<file path="src/rtl/sys_bus_arbiter.sv">
// Round-robin arbiter sharing one Red Pitaya system bus between NM requesters.
// Requests are latched per requester and served one downstream transaction at a time.
module sys_bus_arbiter #(
    parameter int NM  = 2,
    parameter int DW  = 32,
    parameter int AW  = 32,
    parameter int SW  = DW / 8,
    parameter int TMO = 32
) (
    input  logic             sys_clk_i,
    input  logic             sys_rst_i,
    input  logic [NM*AW-1:0] m_addr_i,
    input  logic [NM*DW-1:0] m_wdata_i,
    input  logic [NM*SW-1:0] m_sel_i,
    input  logic [NM-1:0]    m_wen_i,
    input  logic [NM-1:0]    m_ren_i,
    output logic [DW-1:0]    m_rdata_o,
    output logic [NM-1:0]    m_ack_o,
    output logic [NM-1:0]    m_err_o,
    output logic [AW-1:0]    s_addr_o,
    output logic [DW-1:0]    s_wdata_o,
    output logic [SW-1:0]    s_sel_o,
    output logic             s_wen_o,
    output logic             s_ren_o,
    input  logic [DW-1:0]    s_rdata_i,
    input  logic             s_err_i,
    input  logic             s_ack_i,
    output logic             busy_o
);
    localparam int IW = (NM > 1) ? $clog2(NM) : 1;
    localparam int CW = $clog2(TMO + 1);

    typedef enum logic { IDLE, WAIT } state_t;
    state_t state, state_next;

    logic [NM-1:0] pend;
    logic [NM-1:0] strobe;
    logic [NM-1:0] clr;
    logic [AW-1:0] slot_addr  [NM];
    logic [DW-1:0] slot_wdata [NM];
    logic [SW-1:0] slot_sel   [NM];
    logic [NM-1:0] slot_wr;

    logic [IW-1:0] ptr;
    logic [IW-1:0] cur;
    logic [IW-1:0] gnt;
    logic          gnt_valid;
    logic          cur_wr;
    logic [CW-1:0] cnt;
    logic          tmo_hit;
    logic          issue;
    logic          finish;

    generate
        for (genvar gi = 0; gi < NM; gi++) begin : g_req
            assign strobe[gi] = m_wen_i[gi] | m_ren_i[gi];
            assign clr[gi]    = finish && (cur == IW'(gi));
        end
    endgenerate

    // A strobe coinciding with the clear of its own pending bit is kept (set wins).
    always_ff @(posedge sys_clk_i or posedge sys_rst_i) begin
        if (sys_rst_i) begin
            pend    <= '0;
            slot_wr <= '0;
            for (int k = 0; k < NM; k++) begin
                slot_addr[k]  <= '0;
                slot_wdata[k] <= '0;
                slot_sel[k]   <= '0;
            end
        end else begin
            for (int k = 0; k < NM; k++) begin
                if (strobe[k] && (!pend[k] || clr[k])) begin
                    pend[k]       <= 1'b1;
                    slot_addr[k]  <= m_addr_i[k*AW +: AW];
                    slot_wdata[k] <= m_wdata_i[k*DW +: DW];
                    slot_sel[k]   <= m_sel_i[k*SW +: SW];
                    slot_wr[k]    <= m_wen_i[k];
                end else if (clr[k]) begin
                    pend[k] <= 1'b0;
                end
            end
        end
    end

    // Search upward from the requester after the last winner, wrapping at NM.
    always_comb begin
        gnt       = ptr;
        gnt_valid = 1'b0;
        for (int i = 1; i <= NM; i++) begin
            if (!gnt_valid && pend[(int'(ptr) + i) % NM]) begin
                gnt_valid = 1'b1;
                gnt       = IW'((int'(ptr) + i) % NM);
            end
        end
    end

    assign tmo_hit = (cnt == CW'(TMO - 1));

    always_ff @(posedge sys_clk_i or posedge sys_rst_i) begin
        if (sys_rst_i) state <= IDLE;
        else           state <= state_next;
    end

    always_comb begin
        state_next = state;
        issue      = 1'b0;
        finish     = 1'b0;
        case (state)
            IDLE: begin
                if (gnt_valid) begin
                    issue      = 1'b1;
                    state_next = WAIT;
                end
            end
            WAIT: begin
                if (s_ack_i || tmo_hit) begin
                    finish     = 1'b1;
                    state_next = IDLE;
                end
            end
        endcase
    end

    always_ff @(posedge sys_clk_i or posedge sys_rst_i) begin
        if (sys_rst_i) begin
            ptr       <= IW'(NM - 1);
            cur       <= '0;
            cur_wr    <= 1'b0;
            cnt       <= '0;
            s_addr_o  <= '0;
            s_wdata_o <= '0;
            s_sel_o   <= '0;
            s_wen_o   <= 1'b0;
            s_ren_o   <= 1'b0;
            m_ack_o   <= '0;
            m_err_o   <= '0;
            m_rdata_o <= '0;
        end else begin
            s_wen_o   <= 1'b0;
            s_ren_o   <= 1'b0;
            m_ack_o   <= '0;
            m_err_o   <= '0;
            m_rdata_o <= '0;
            if (issue) begin
                ptr       <= gnt;
                cur       <= gnt;
                cur_wr    <= slot_wr[gnt];
                cnt       <= '0;
                s_addr_o  <= slot_addr[gnt];
                s_wdata_o <= slot_wdata[gnt];
                s_sel_o   <= slot_sel[gnt];
                s_wen_o   <= slot_wr[gnt];
                s_ren_o   <= !slot_wr[gnt];
            end else if (state == WAIT) begin
                cnt <= cnt + 1'b1;
            end
            // An ack in the timeout cycle still wins and returns the slave's status.
            if (finish) begin
                m_ack_o[cur] <= 1'b1;
                m_err_o[cur] <= s_ack_i ? s_err_i : 1'b1;
                m_rdata_o    <= (s_ack_i && !cur_wr) ? s_rdata_i : '0;
            end
        end
    end

    assign busy_o = (state == WAIT);

endmodule

</file>
<file path="config.mk">
export PLATFORM = sky130hd
export DESIGN_NAME = sys_bus_arbiter
export DESIGN_NICKNAME = d
export VERILOG_FILES = /design/src/rtl/sys_bus_arbiter.sv
export SDC_FILE = /design/constraint.sdc
export NUM_CORES = 1
export LEC_CHECK = 0
export ABC_AREA = 1
export CAP_MARGIN = 20
export CORE_ASPECT_RATIO = 1.25
export CORE_MARGIN = 3
export CORE_UTILIZATION = 48
export CTS_CLUSTER_DIAMETER = 60
export DETAILED_ROUTE_END_ITERATION = 7
export PLACE_DENSITY = 0.8
export SLEW_MARGIN = 20
export SYNTH_ARGS = -nofsm -noshare
export SYNTH_HDL_FRONTEND = slang
export SYNTH_SLANG_ARGS = --single-unit
export TNS_END_PERCENT = 10
</file>
<file path="constraint.sdc">
create_clock -name sys_clk_i -period 9.8 [get_ports sys_clk_i]
set_clock_uncertainty 0.15 [all_clocks]
set_input_delay 0.98 -clock sys_clk_i [delete_from_list [all_inputs] [get_ports sys_clk_i]]
set_output_delay 0.98 -clock sys_clk_i [all_outputs]
set_load 0.005 [all_outputs]
</file>
Word level (Yosys, flattened, before mapping)
Cells that the tools add are included.

Register bits after elaboration: 256. Output and inout port bits: 107.

Reductions and logical operators: 18. Bitwise gates (word level): 8. Add/subtract/negate cells: 3. Magnitude comparators: 6. Multiplexer cells: 42. Eq/ne operators: 1.

Operator list (number): 2-to-1 mux 32 bit (8); 2-to-1 mux 1 bit (25); 2-to-1 mux 4 bit (3); 2-to-1 mux 6 bit (2); logical AND 1 bit (7); adder 6 x 1 -> 6 bit (second input constant) (1); equality test 6 x 5 -> 1 bit (second input constant) (1); < comparator 2 x 3 -> 1 bit (second input constant) (2); nonzero test 2 bit (3); zero test 1 bit (5); < comparator 1 x 2 -> 1 bit (second input constant) (2); 2-to-1 mux 2 bit (2); logical OR 1 bit (3); adder 1 bit (second input constant) (2); AND 1 bit (first input constant) (2); AND 2 bit (1); greater-or-equal comparator 2 bit (second input constant) (1); inverter 1 bit (2); inverter 1 -> 2 bit (1); OR 1 bit (2); case mux 1 bit (2 select lines) (1); demux 1 bit (select 1 bit) (1); greater-or-equal comparator 1 bit (second input constant) (1).

Depth between registers and ports, before layout
Gate-level depths: netlist of run 1.

Word-level depth: 13. Depth in mapped cells: 9. Mapped depth without buffers: 8.

Worst setup path before layout of run 1
No wires, ideal clock.

Kind: input to register. From: in m_ren_i[1]. To: reg slot_sel[0] in the netlist's numbering. Cell stages on the path: 6. Path slack: 7.632 ns. Library setup time: 0.117 ns. Arrival: 1.901 ns. Cell sequence: or2_2 > buf_2 > buf_2 > buf_1 > nand3_1 > nand2_1.

Cells in the longest elaborated chain, start to end: 2.

Ends and longest elaborated chain: start: declaration (line 16) `input logic [NM-1:0] m_ren_i,`; OR 1 bit (line 56) `assign strobe[gi] = m_wen_i[gi] | m_ren_i[gi];`; logical AND 1 bit (line 73) `if (strobe[k] && (!pend[k] || clr[k])) begin`; end signal: indexed assignment (line 77) `slot_sel[k] <= m_sel_i[k*SW +: SW];`; end: declaration (line 41) `logic [SW-1:0] slot_sel [NM];`.

Every way passes these cells. A chain may end at the register's enable or synchronous reset.

==> summary.md, run 1 <==
| Metric | Value |
|---|---|
| Seq pwr share | 41.7% |
| I/O Pins | 283 |
| Final min period | 3.325 ns |
| Synth cell types | 28 |
| Compound-Gate Fraction of Synth Area | 4.679% |
| Vias in the first global route | 8997 |
| Area used by multi-input combinational logic | 0.003402 mm2 |
| Post-synth EDFFs | 0 |
| Clock power frac | 22.2% |
| Via count | 8892 |
| Register area share after synthesis | 61.43% |
| Hold buffers post-CTS | 0 |
| # setup viols final | 0 |
| Delay-heaviest family, CP | buffers and inverters |
| Max Buffers Root-to-Sink | 3 |
| Clk slew on worst S/H paths | 0.06 ns |
| Root buf cell | clkbuf_16 |
| Layout cells sized above 1 | 4.708% |
| Inst Count DP | 1632 |
| Initial drt markers | 672 |
| Post-Synthesis Mean Instance Area | 9.077 um2 |
| DRC Markers | 0 |
| Switching share of power | 36.11% |
| Die W | 137.8 um |
| Slowest stage delay, CP | 0.73 ns |
| Slew headroom | 33.25% |
| Die height | 170.8 um |
| Asr flop ratio synth | 100.0% |
| Most frequent cells after synthesis | nand2_1, dfrtp_1, nand3_1 |
| Mux cell area share after synthesis | 0% |
| Logic pwr share | 36.2% |
| Grt ovf | 0 |
| Via/cell ratio | 5.305 |
| Syn Std Cell Area | 0.01043 mm2 |
| Routability cong. | 0.7804 |
| Max Cap Viol | 0 |
| Critical Path Fanout Max | 144 |
| Post-DP HPWL | 18040 um |
| RSZ-0062 raised after global routing | false |
| Ys Warns | 0 |
| Count of buffers from port buffering | 282 |
| Total GRT Usage | 24.40% |
| Top cell type's share of synthesized area | 61.18% |
| Synth area leaders | dfrtp_1, nand2_1, nand3_1, a31oi_1, nor2_1 |
| Post-CTS setup buffers | 0 |
| Combinational family with the most area after synthesis | simple AND/OR/NAND/NOR gates |
| Synth Flop Type | dfrtp_1 |
| Final Hold Vio Count | 0 |
| IR drop worst, VDD | 0.0002182 V |
| Sequential Area | 0.006407 mm2 |
| Sequence of cells on the critical path | clkdlybuf4s50_1, inv_8, buf_4, buf_4 |
| # clock sinks | 256 |
| Layout filler cell count | 1706 |
| Area of the core | 0.02111 mm2 |
| Simple-gate share of the synthesized area | 27.51% |
| Mapped Nets | 1326 |
| Crit start category | input port |
| WL/cell | 17.22 um |
| Hold Path Class | reg2reg |
| Final core utilization | 66.36% |
| Synth Instances | 1149 |
| CTS tree | built |
| Setup_tns | 0 ns |
| First-pass GRT wire length | 45750 um |
| Largest net degree at the start of global routing | 145 |
| Final WL | 28870 um |
| Resize count post-CTS | 0 |
| Outcome | complete, no violations |
| Most frequent cell after synthesis | nand2_1 |
| Final Cell Area | 0.01401 mm2 |
| Max Clk Rate | 0.3008 GHz |
| Slew @ Worst Pin | 1.001 ns |
| Critical Path End Type | async pin |
| Final Non-Filler Cells | 1676 |
| TritonCTS Buffers | 25 |
| Critical Path AT | 3.75 ns |
| Most common cell on crit path | buf_4 |
| CP Buf/Inv Count | 4 |
| Period utilization | 33.93% |
| Initial antenna violation count | 6 |
| DR pass1 iterations | 5 |
| Nets | 1562 |
| Post-Synth Adder-Cell Area | 0.1200% |
| Site Rows | 59 |
| Slowest-stage cell, CP | buf_4 |
| Full die area | 0.02354 mm2 |
| Internal | 2.739 mW |
| Leakage | 6.798 nW |
| Initial Util | 49.40% |
| Final ANT Viol Nets | 0 |
| Final Max Slew Viols | 0 |
| Area growth, synth to finish | 34.32% |
| WS Path Type | in2async |
| ANT cells | 0 |
| Area leader, netlist | dfrtp_1 |
| Clk_lat worst skew | 0.51 ns |
| Worst path required time | 10.22 ns |
| P_sw | 1.548 mW |
| DP Area | 0.01320 mm2 |
| Synth Area in XOR/XNOR | 0.08397% |
| H-tree depth | 1 |
| P per Cell Area | 306.0 mW/mm2 |
| Synth Register Bits | 256 |
==> power groups by stage <==
stage | Clock (mW) | Combinational [mW] | Sequential (mW)
2_1_floorplan | 0 | 0.953 | 1.74
3_3_place_gp | 0 | 1.50 | 1.78
3_5_place_dp | 0 | 1.56 | 1.79
4_1_cts | 0.964 | 1.57 | 1.78
5_1_grt | 1.01 | 1.75 | 1.84
6_report | 0.951 | 1.55 | 1.79
==> registers in the layout (all words and copies together) (netlist names), 2 cells and up <==
| signal | flops |
|---|---|
| s_sel_o | 4 |
| pend | 2 |
| cnt | 6 |
| m_err_o | 2 |
| m_rdata_o | 32 |
| s_addr_o | 32 |
| slot_sel | 8 |
| s_wdata_o | 32 |
| slot_addr | 64 |
| slot_wdata | 64 |
| m_ack_o | 2 |
| slot_wr | 2 |
==> cell families (layout without fill, tap and decap cells) <==
| family | count (synthesis) | count (layout) |
|---|---|---|
| buf+inv | 124 | 377 |
| flops | 256 | 256 |
| simple gates | 690 | 690 |
| fa+ha+maj | 1 | 1 |
| xor+xnor | 1 | 1 |
| compound gates | 77 | 77 |
==> worst reg2reg max path: stages, from the launching register on <==
cell and delay [ns]:
dfrtp_1 0.38, ha_1 0.20, nand3_1 0.13, o21bai_2 0.21
nand3_2 0.14, nand2_4 0.67, nand2_4 0.75, nand2_1 0.32
nand2_1 0.08
==> cell usage in the layout (no fill, tap or decap), types with 5 or more instances in the layout <==
cell type	synthesis	routed
a31oi_1	68	68
buf_4	13	8
clkbuf_1	20	5
clkbuf_16	0	25
clkdlybuf4s50_1	0	282
clkinv_2	0	6
dfrtp_1	255	255
inv_1	40	39
nand2_1	424	424
nand3_1	172	172
nor2_1	79	78
==> routing by layer <==
layer | wire (um) | GRT usage [%]
met4 | 919 | 7.907
met5 | 94 | 0
met2 | 14440 | 42.08
met1 | 11330 | 30.69
met3 | 2086 | 5.176
==> worst paths after layout <==
check / slack [ns] / startpoint / to / depth (start not counted)
max: 6.48 / sys_rst_i / m_rdata_o[0]$_DFF_PP0_ / 4
min reg2reg: 0.32 / slot_wdata[52]$_DFFE_PP0P_ / slot_wdata[52]$_DFFE_PP0P_ / 2
max reg2reg: 6.65 / cnt[0]$_DFFE_PP0P_ / slot_addr[10]$_DFFE_PP0P_ / 8
min: 0.32 / slot_wdata[52]$_DFFE_PP0P_ / slot_wdata[52]$_DFFE_PP0P_ / 2
min in group asynchronous: 0.92 / sys_rst_i / slot_addr[6]$_DFFE_PP0P_ / 2
max in group sys_clk_i: 6.49 / s_ack_i / slot_addr[10]$_DFFE_PP0P_ / 7
==> cell type report <==
class | instances | area share (%)
clock buffers | 34 | 4.992
clock inverters | 10 | 0.7591
inverters | 43 | 1.206
multi-input cells | 769 | 24.28
flip-flops and latches | 256 | 45.74
well taps | 274 | 2.447
repair buffers | 290 | 20.58
==> stage by stage <==
stage	total power, mW	setup slack (ns)	hold WS, ns
after floorplan	2.695	1.630	0.2845
after global placement	3.283	5.921	0.3018
after detailed placement	3.352	5.836	0.3083
after CTS	4.315	6.411	0.3235
after global routing	4.596	6.060	0.3382
final	4.287	6.475	0.3217
Note: power is estimated with default switching activity, not from simulation.
==> inputs of run 2 (changes only) <==
Settings changed: CORE_UTILIZATION 48 to 44, PLACE_DENSITY 0.8 to 0.77.
Clock period 9.8 ns to 2.95 ns, I/O delays scaled along.
==> run 2 against run 1 <==
- clock-buffer cell count up 6
- sequential power rose to 3.3 times the previous value
- routed wire length up 1.5%
- first-iteration DRC count down 2.8%
- critical path depth unchanged
- via count about the same
- critical path type is now reg2reg
- largest cell class unchanged
==> summary.md, run 2 (synthesis results as in run 1) <==
| Metric | Value |
|---|---|
| Slew @ Worst Pin | 0.8383 ns (-0.1630 ns) |
| DP Area | 0.01339 mm2 (+1.5%) |
| Initial antenna violation count | 3 (-3) |
| Leakage | 6.887 nW (+1.3%) |
| Critical Path End Type | flip-flop |
| Critical Path AT | 2.51 ns (-1.24 ns) |
| Final Cell Area | 0.01423 mm2 (+1.6%) |
| Root buf cell | clkbuf_16 |
| Post-DP HPWL | 19160 um (+6.2%) |
| Clk slew on worst S/H paths | 0.06 ns (about the same) |
| Biggest regs | slot_addr (64), slot_wdata (64) |
| Hold buffers post-CTS | 0 (unchanged) |
| Area growth, synth to finish | 36.42% |
| Max Clk Rate | 0.4479 GHz |
| Total GRT Usage | 22.60% (-1.8 points) |
| CP Buf/Inv Count | 1 (-3) |
| Die height | 178.1 um (+4.3%) |
| Max Buffers Root-to-Sink | 3 (unchanged) |
| Final Max Slew Viols | 0 (unchanged) |
| Crit start category | flip-flop |
| # setup viols final | 0 (unchanged) |
| P per Cell Area | 1015 mW/mm2 (+230%) |
| CTS tree | built |
| Nets | 1572 (+0.64%) |
| Most common cell after layout, fill and taps aside | nand2_1 |
| Slowest-stage cell, CP | buf_4 |
| Die W | 143.7 um (+4.3%) |
| Site Rows | 62 (+5.1%) |
| Final Non-Filler Cells | 1702 (+1.6%) |
| Hold Path Class | in2async |
| Critical Path Fanout Max | 49 (-66%) |
| Slowest stage delay, CP | 0.61 ns (-0.12 ns) |
| Count of buffers from port buffering | 282 (unchanged) |
| Final Hold Vio Count | 0 (unchanged) |
| Initial Util | 45.12% (-4.3 points) |
| Via count | 8899 (+0.079%) |
| Area of the core | 0.02312 mm2 (+9.5%) |
| Slew headroom | 44.12% (+11 points) |
| Final WL | 29300 um (+1.5%) |
| Via/cell ratio | 5.229 (-1.5%) |
| Vias in the first global route | 9073 (+0.84%) |
| Most frequent cells in the layout | nand2_1, clkdlybuf4s50_1, dfrtp_1 |
| Resize count post-CTS | 0 (unchanged) |
| WS Path Type | reg2reg |
| Post-CTS setup buffers | 0 (unchanged) |
| Setup_tns | 0 ns (unchanged) |
| IR drop worst, VDD | 0.0006853 V (+210%) |
| Layout cells sized above 1 | 5.103% (+0.40 points) |
| Grt ovf | 0 (unchanged) |
| Worst path required time | 3.22 ns (-7.00 ns) |
| Routability cong. | 0.8140 (+4.3%) |
| H-tree depth | 1 (unchanged) |
| Total power | 14.44 mW (+240%) |
| WL/cell | 17.22 um (about the same) |
| Period utilization | 75.68% |
| Delay-heaviest family, CP | compound AO/OA/AOI/OAI gates |
| Max Cap Viol | 0 (unchanged) |
| Outcome | complete, no violations |
| Full die area | 0.02560 mm2 (+8.7%) |
| # clock sinks | 256 (unchanged) |
| RSZ-0062 raised after global routing | false |
| DR pass1 iterations | 5 (unchanged) |
| DRC Markers | 0 (unchanged) |
| Final min period | 2.232 ns |
| First-pass GRT wire length | 46230 um (+1.1%) |
| Largest net degree at the start of global routing | 132 (-9.0%) |
| Inst Count DP | 1655 (+1.4%) |
| TritonCTS Buffers | 26 (+4.0%) |
| Sequence of cells on the critical path | o21ai_4, buf_4, nand2_1, a31oi_1 |
| Final ANT Viol Nets | 0 (unchanged) |
| I/O Pins | 283 (unchanged) |
| Clk_lat worst skew | 0.51 ns (about the same) |
| Initial drt markers | 653 (-2.8%) |
==> run 2: cell types whose count changed in the layout (fill, tap and decap cells not counted), sizes merged <==
cell,previous run,this run
clkinv,6,3
clkbuf,34,40
buf,8,17
inv,44,42
bufinv,2,1
diode,0,3
==> run 2: per-layer routing <==
metal | vias to the layer above | track usage [%] | share of wire [%]
met1 | 4333 | 28.68 | 40
met2 | 315 | 39.72 | 51
li1 | 4188 | - | -
met5 | - | 0 | 0.031
met4 | 2 | 7.771 | 3.0
met3 | 61 | 3.003 | 5.9
==> run 2: tightest hold or removal path: stages <==
cell             delay (ns)
clkdlybuf4s50_1        0.45
clkinvlp_4             0.15
buf_12                 0.32
==> run 2: power breakdown <==
| part | total (mW) | switching [mW] | leakage [nW] | internal [mW] |
|---|---|---|---|---|
| Clock | 3.20 | 1.31 | 0.410 | 1.90 |
| Sequential | 5.94 | 0.900 | 3.15 | 5.04 |
| Combinational | 5.30 | 2.96 | 3.33 | 2.34 |
| Total | 14.4 | 5.17 | 6.89 | 9.27 |
==> run 2: final cells by class <==
| cell class | count | area (um2) |
|---|---|---|
| fill | 1937 | 8889 |
| clock buffer | 40 | 784.5 |
| multi-input combinational | 769 | 3396 |
| antenna | 3 | 7.507 |
| timing repair buffer | 299 | 3063 |
| sequential | 256 | 6407 |
| tap | 288 | 360.3 |
| inverter | 43 | 165.2 |
| clock inverter | 4 | 45.04 |
==> run 2: per-stage QoR <==
stage          util (%)  setup slack [ns]  hold slack, ns
6_report          61.55            0.7175          0.1478
5_1_grt           61.54            0.5592          0.1779
4_1_cts           61.52            0.7219          0.1429
3_5_place_dp      57.93            0.7020          0.3057
3_3_place_gp      57.93            0.7354          0.2964
2_1_floorplan         -           -0.8658          0.2616
==> run 2: final timing paths <==
check | to | from | depth (start not counted) | slack, ns
max | s_addr_o[4]$_DFFE_PP0P_ | pend[1]$_DFFE_PP0P_ | 4 | 0.72
min | slot_addr[57]$_DFFE_PP0P_ | sys_rst_i | 3 | 0.15
max reg2reg | s_addr_o[4]$_DFFE_PP0P_ | pend[1]$_DFFE_PP0P_ | 4 | 0.72
min reg2reg | slot_wr[1]$_DFFE_PP0P_ | slot_wr[1]$_DFFE_PP0P_ | 2 | 0.32
max in group asynchronous | s_wdata_o[25]$_DFFE_PP0P_ | sys_rst_i | 3 | 1.83
min in group sys_clk_i | m_rdata_o[18]$_DFF_PP0_ | s_rdata_i[18] | 3 | 0.17
==> inputs of run 3 (changes only) <==
Clock period 2.95 ns to 1.9 ns, I/O delays scaled along.
==> run 3 against run 2 <==
- the flow now finishes with violations (setup timing)
- final cell count up 1.5%
- via count up 2.2%
- highest routed layer unchanged
- largest power group is now combinational logic
- design area grew 4.4%
- setup slack got worse by 0.72 ns
- combinational power is 78% higher
- non-clock buffer count up 26
- first-iteration DRC count decreased by 4.7%
==> summary.md, run 3 (synthesis results as in run 1) <==
| Metric | Value |
|---|---|
| Count of buffers from port buffering | 282 (unchanged) |
| Final Hold Vio Count | 0 (unchanged) |
| CTS tree | built |
| TritonCTS Buffers | 25 (-3.8%) |
| DR pass1 iterations | 5 (unchanged) |
| Final core utilization | 64.28% (+2.7 points) |
| Via/cell ratio | 5.262 (+0.63%) |
| Critical R2R Launch | cnt[1]$_DFFE_PP0P_ |
| Full die area | 0.02560 mm2 (unchanged) |
| Critical Path Fanout Max | 5 (-90%) |
| Worst path required time | 2.15 ns (-1.07 ns) |
| Nets | 1598 (+1.7%) |
| Max Buffers Root-to-Sink | 3 (unchanged) |
| Biggest regs | slot_addr (64), slot_wdata (64) |
| Layout cells sized above 1 | 10.36% (+5.3 points) |
| Vias in the first global route | 9053 (-0.22%) |
| Worst Hold End | m_rdata_o[24]$_DFF_PP0_ |
| Total power | 23.73 mW (+64%) |
| Period utilization | 100.3% (+25 points) |
| Total GRT Usage | 22.69% (+0.092 points) |
| Final ANT Viol Nets | 0 (unchanged) |
| Most common cell after layout, fill and taps aside | nand2_1 |
| Area growth, synth to finish | 42.48% |
| IR drop worst, VDD | 0.0008268 V (+21%) |
| Crit start category | flip-flop |
| Critical Path End Type | flip-flop |
| # clock sinks | 256 (unchanged) |
| Most frequent cells in the layout | nand2_1, clkdlybuf4s50_1, dfrtp_1 |
| Final WL | 30840 um (+5.2%) |
| Hold Path Class | in2reg |
| Final Max Slew Viols | 0 (unchanged) |
| First-pass GRT wire length | 46520 um (+0.63%) |
| Leakage | 7.130 nW (+3.5%) |
| Failing checks | setup timing |
| Initial Util | 45.12% (unchanged) |
| R2R Setup Slk | -0.006 ns (-0.72 ns) |
| WS Path Type | reg2reg |
| I/O Pins | 283 (unchanged) |
| Site Rows | 62 (unchanged) |
| Area of the core | 0.02312 mm2 (unchanged) |
| Final Non-Filler Cells | 1728 (+1.5%) |
| Outcome | complete, but fails checks |
| Clk_lat worst skew | 0.51 ns (about the same) |
| Layout filler cell count | 1889 (-2.5%) |
| DRC Markers | 0 (unchanged) |
| Routability cong. | 0.8103 (-0.45%) |
| Worst hold path depth | 3 |
| Final min period | 1.906 ns (-0.3261 ns) |
| Post-DP HPWL | 19530 um (+1.9%) |
| Initial drt markers | 622 (-4.7%) |
| Largest net degree at the start of global routing | 86 (-35%) |
| P per Cell Area | 1597 mW/mm2 (+57%) |
| Worst setup margin | -0.006349 ns (-0.7239 ns) |
| H-tree depth | 1 (unchanged) |
| Slew @ Worst Pin | 0.5166 ns (-0.3217 ns) |
| Critical Path AT | 2.15 ns (-0.36 ns) |
| Die W | 143.7 um (unchanged) |
| Worst hold start | s_rdata_i[24] |
| R2R Path End | slot_addr[25]$_DFFE_PP0P_ |
| Inst Count DP | 1669 (+0.85%) |
| # setup viols final | 8 (+8) |
| RSZ-0062 raised after global routing | true |
| Max Cap Viol | 0 (unchanged) |
| Max Clk Rate | 0.5246 GHz (+17%) |
| WL/cell | 17.85 um (+3.6%) |
| Die height | 178.1 um (unchanged) |
| Clk slew on worst S/H paths | 0.06 ns (about the same) |
| Grt ovf | 0 (unchanged) |
| Root buf cell | clkbuf_16 |
| Via count | 9092 (+2.2%) |
| Initial antenna violation count | 5 (+2) |
| Slew headroom | 65.56% (+21 points) |
| R2R cell count | 9 (+5) |
run 3: metal layers:
layer	up-vias	routed length, um	GRT usage, %
met1	4403	11860	27.86
met4	6	1185	8.909
li1	4247	-	-
met5	-	46	0
met2	361	15700	39.78
met3	75	2051	3.781
run 3: final cells by class:
cell class	instances	area [um2]	area share (%)
Antenna cell	2	5.005	0.03368
Clock buffer	36	716.9	4.824
Clock inverter	8	118.9	0.7999
Inverter	43	165.2	1.111
Multi-Input combinational cell	770	3610	24.29
Sequential cell	256	6409	43.13
Tap cell	288	360.3	2.425
Timing Repair Buffer	325	3476	23.39
run 3: worst max-delay path, cell delays in order, from the launching register on:
cell,delay (ns)
dfrtp_1,0.39
ha_2,0.22
nand3_2,0.10
o21bai_4,0.23
nand3_4,0.14
nand2_8,0.16
nand2_8,0.11
clkbuf_16,0.20
nand2_2,0.05
nand2_1,0.05
run 3: worst max-delay path by stage:
stage	from	end	slack, ns	cells past startpoint
after global routing	cnt[1]$_DFFE_PP0P_	slot_wdata[30]$_DFFE_PP0P_	-0.07	9
after detailed placement	cnt[0]$_DFFE_PP0P_	slot_sel[6]$_DFFE_PP0P_	0.04	8
after global placement	ptr$_DFFE_PP1P_	cur_wr$_DFFE_PP0P_	0.08	6
after CTS	cnt[0]$_DFFE_PP0P_	slot_wdata[37]$_DFFE_PP0P_	0.03	8
final	cnt[1]$_DFFE_PP0P_	slot_addr[25]$_DFFE_PP0P_	-0.006	9
after floorplan	sys_rst_i	busy_o$_DFF_PP0_	-1.81	1
run 3: what timing repair did:
| action | in CTS | in global routing |
|---|---|---|
| setup endpoints to repair | 1 | 131 |
| gates resized for setup | 1 | 63 |
| pin swaps | 0 | 8 |
| hold endpoints to repair | 18 | 0 |
| hold buffers | 1 | 0 |
| cloned | 0 | 7 |
| setup buffers | 1 | 4 |
run 3: where the power goes:
| group | switching [mW] | internal [mW] |
|---|---|---|
| combinational | 5.05 | 4.35 |
| sequential | 1.45 | 7.82 |
| clock | 2.03 | 3.02 |
run 3: per-stage QoR:
stage	hold slack [ns]	TNS, ns	area [um2]	setup slack [ns]
final	0.07206	-0.02211	14860	-0.006349
after global routing	0.06308	-2.802	14860	-0.07367
after CTS	0.04514	0	14460	0.03108
after detailed placement	0.3084	0	13610	0.04249
after global placement	0.2981	0	13610	0.07975
after floorplan	0.1566	-462.68	10430	-1.811
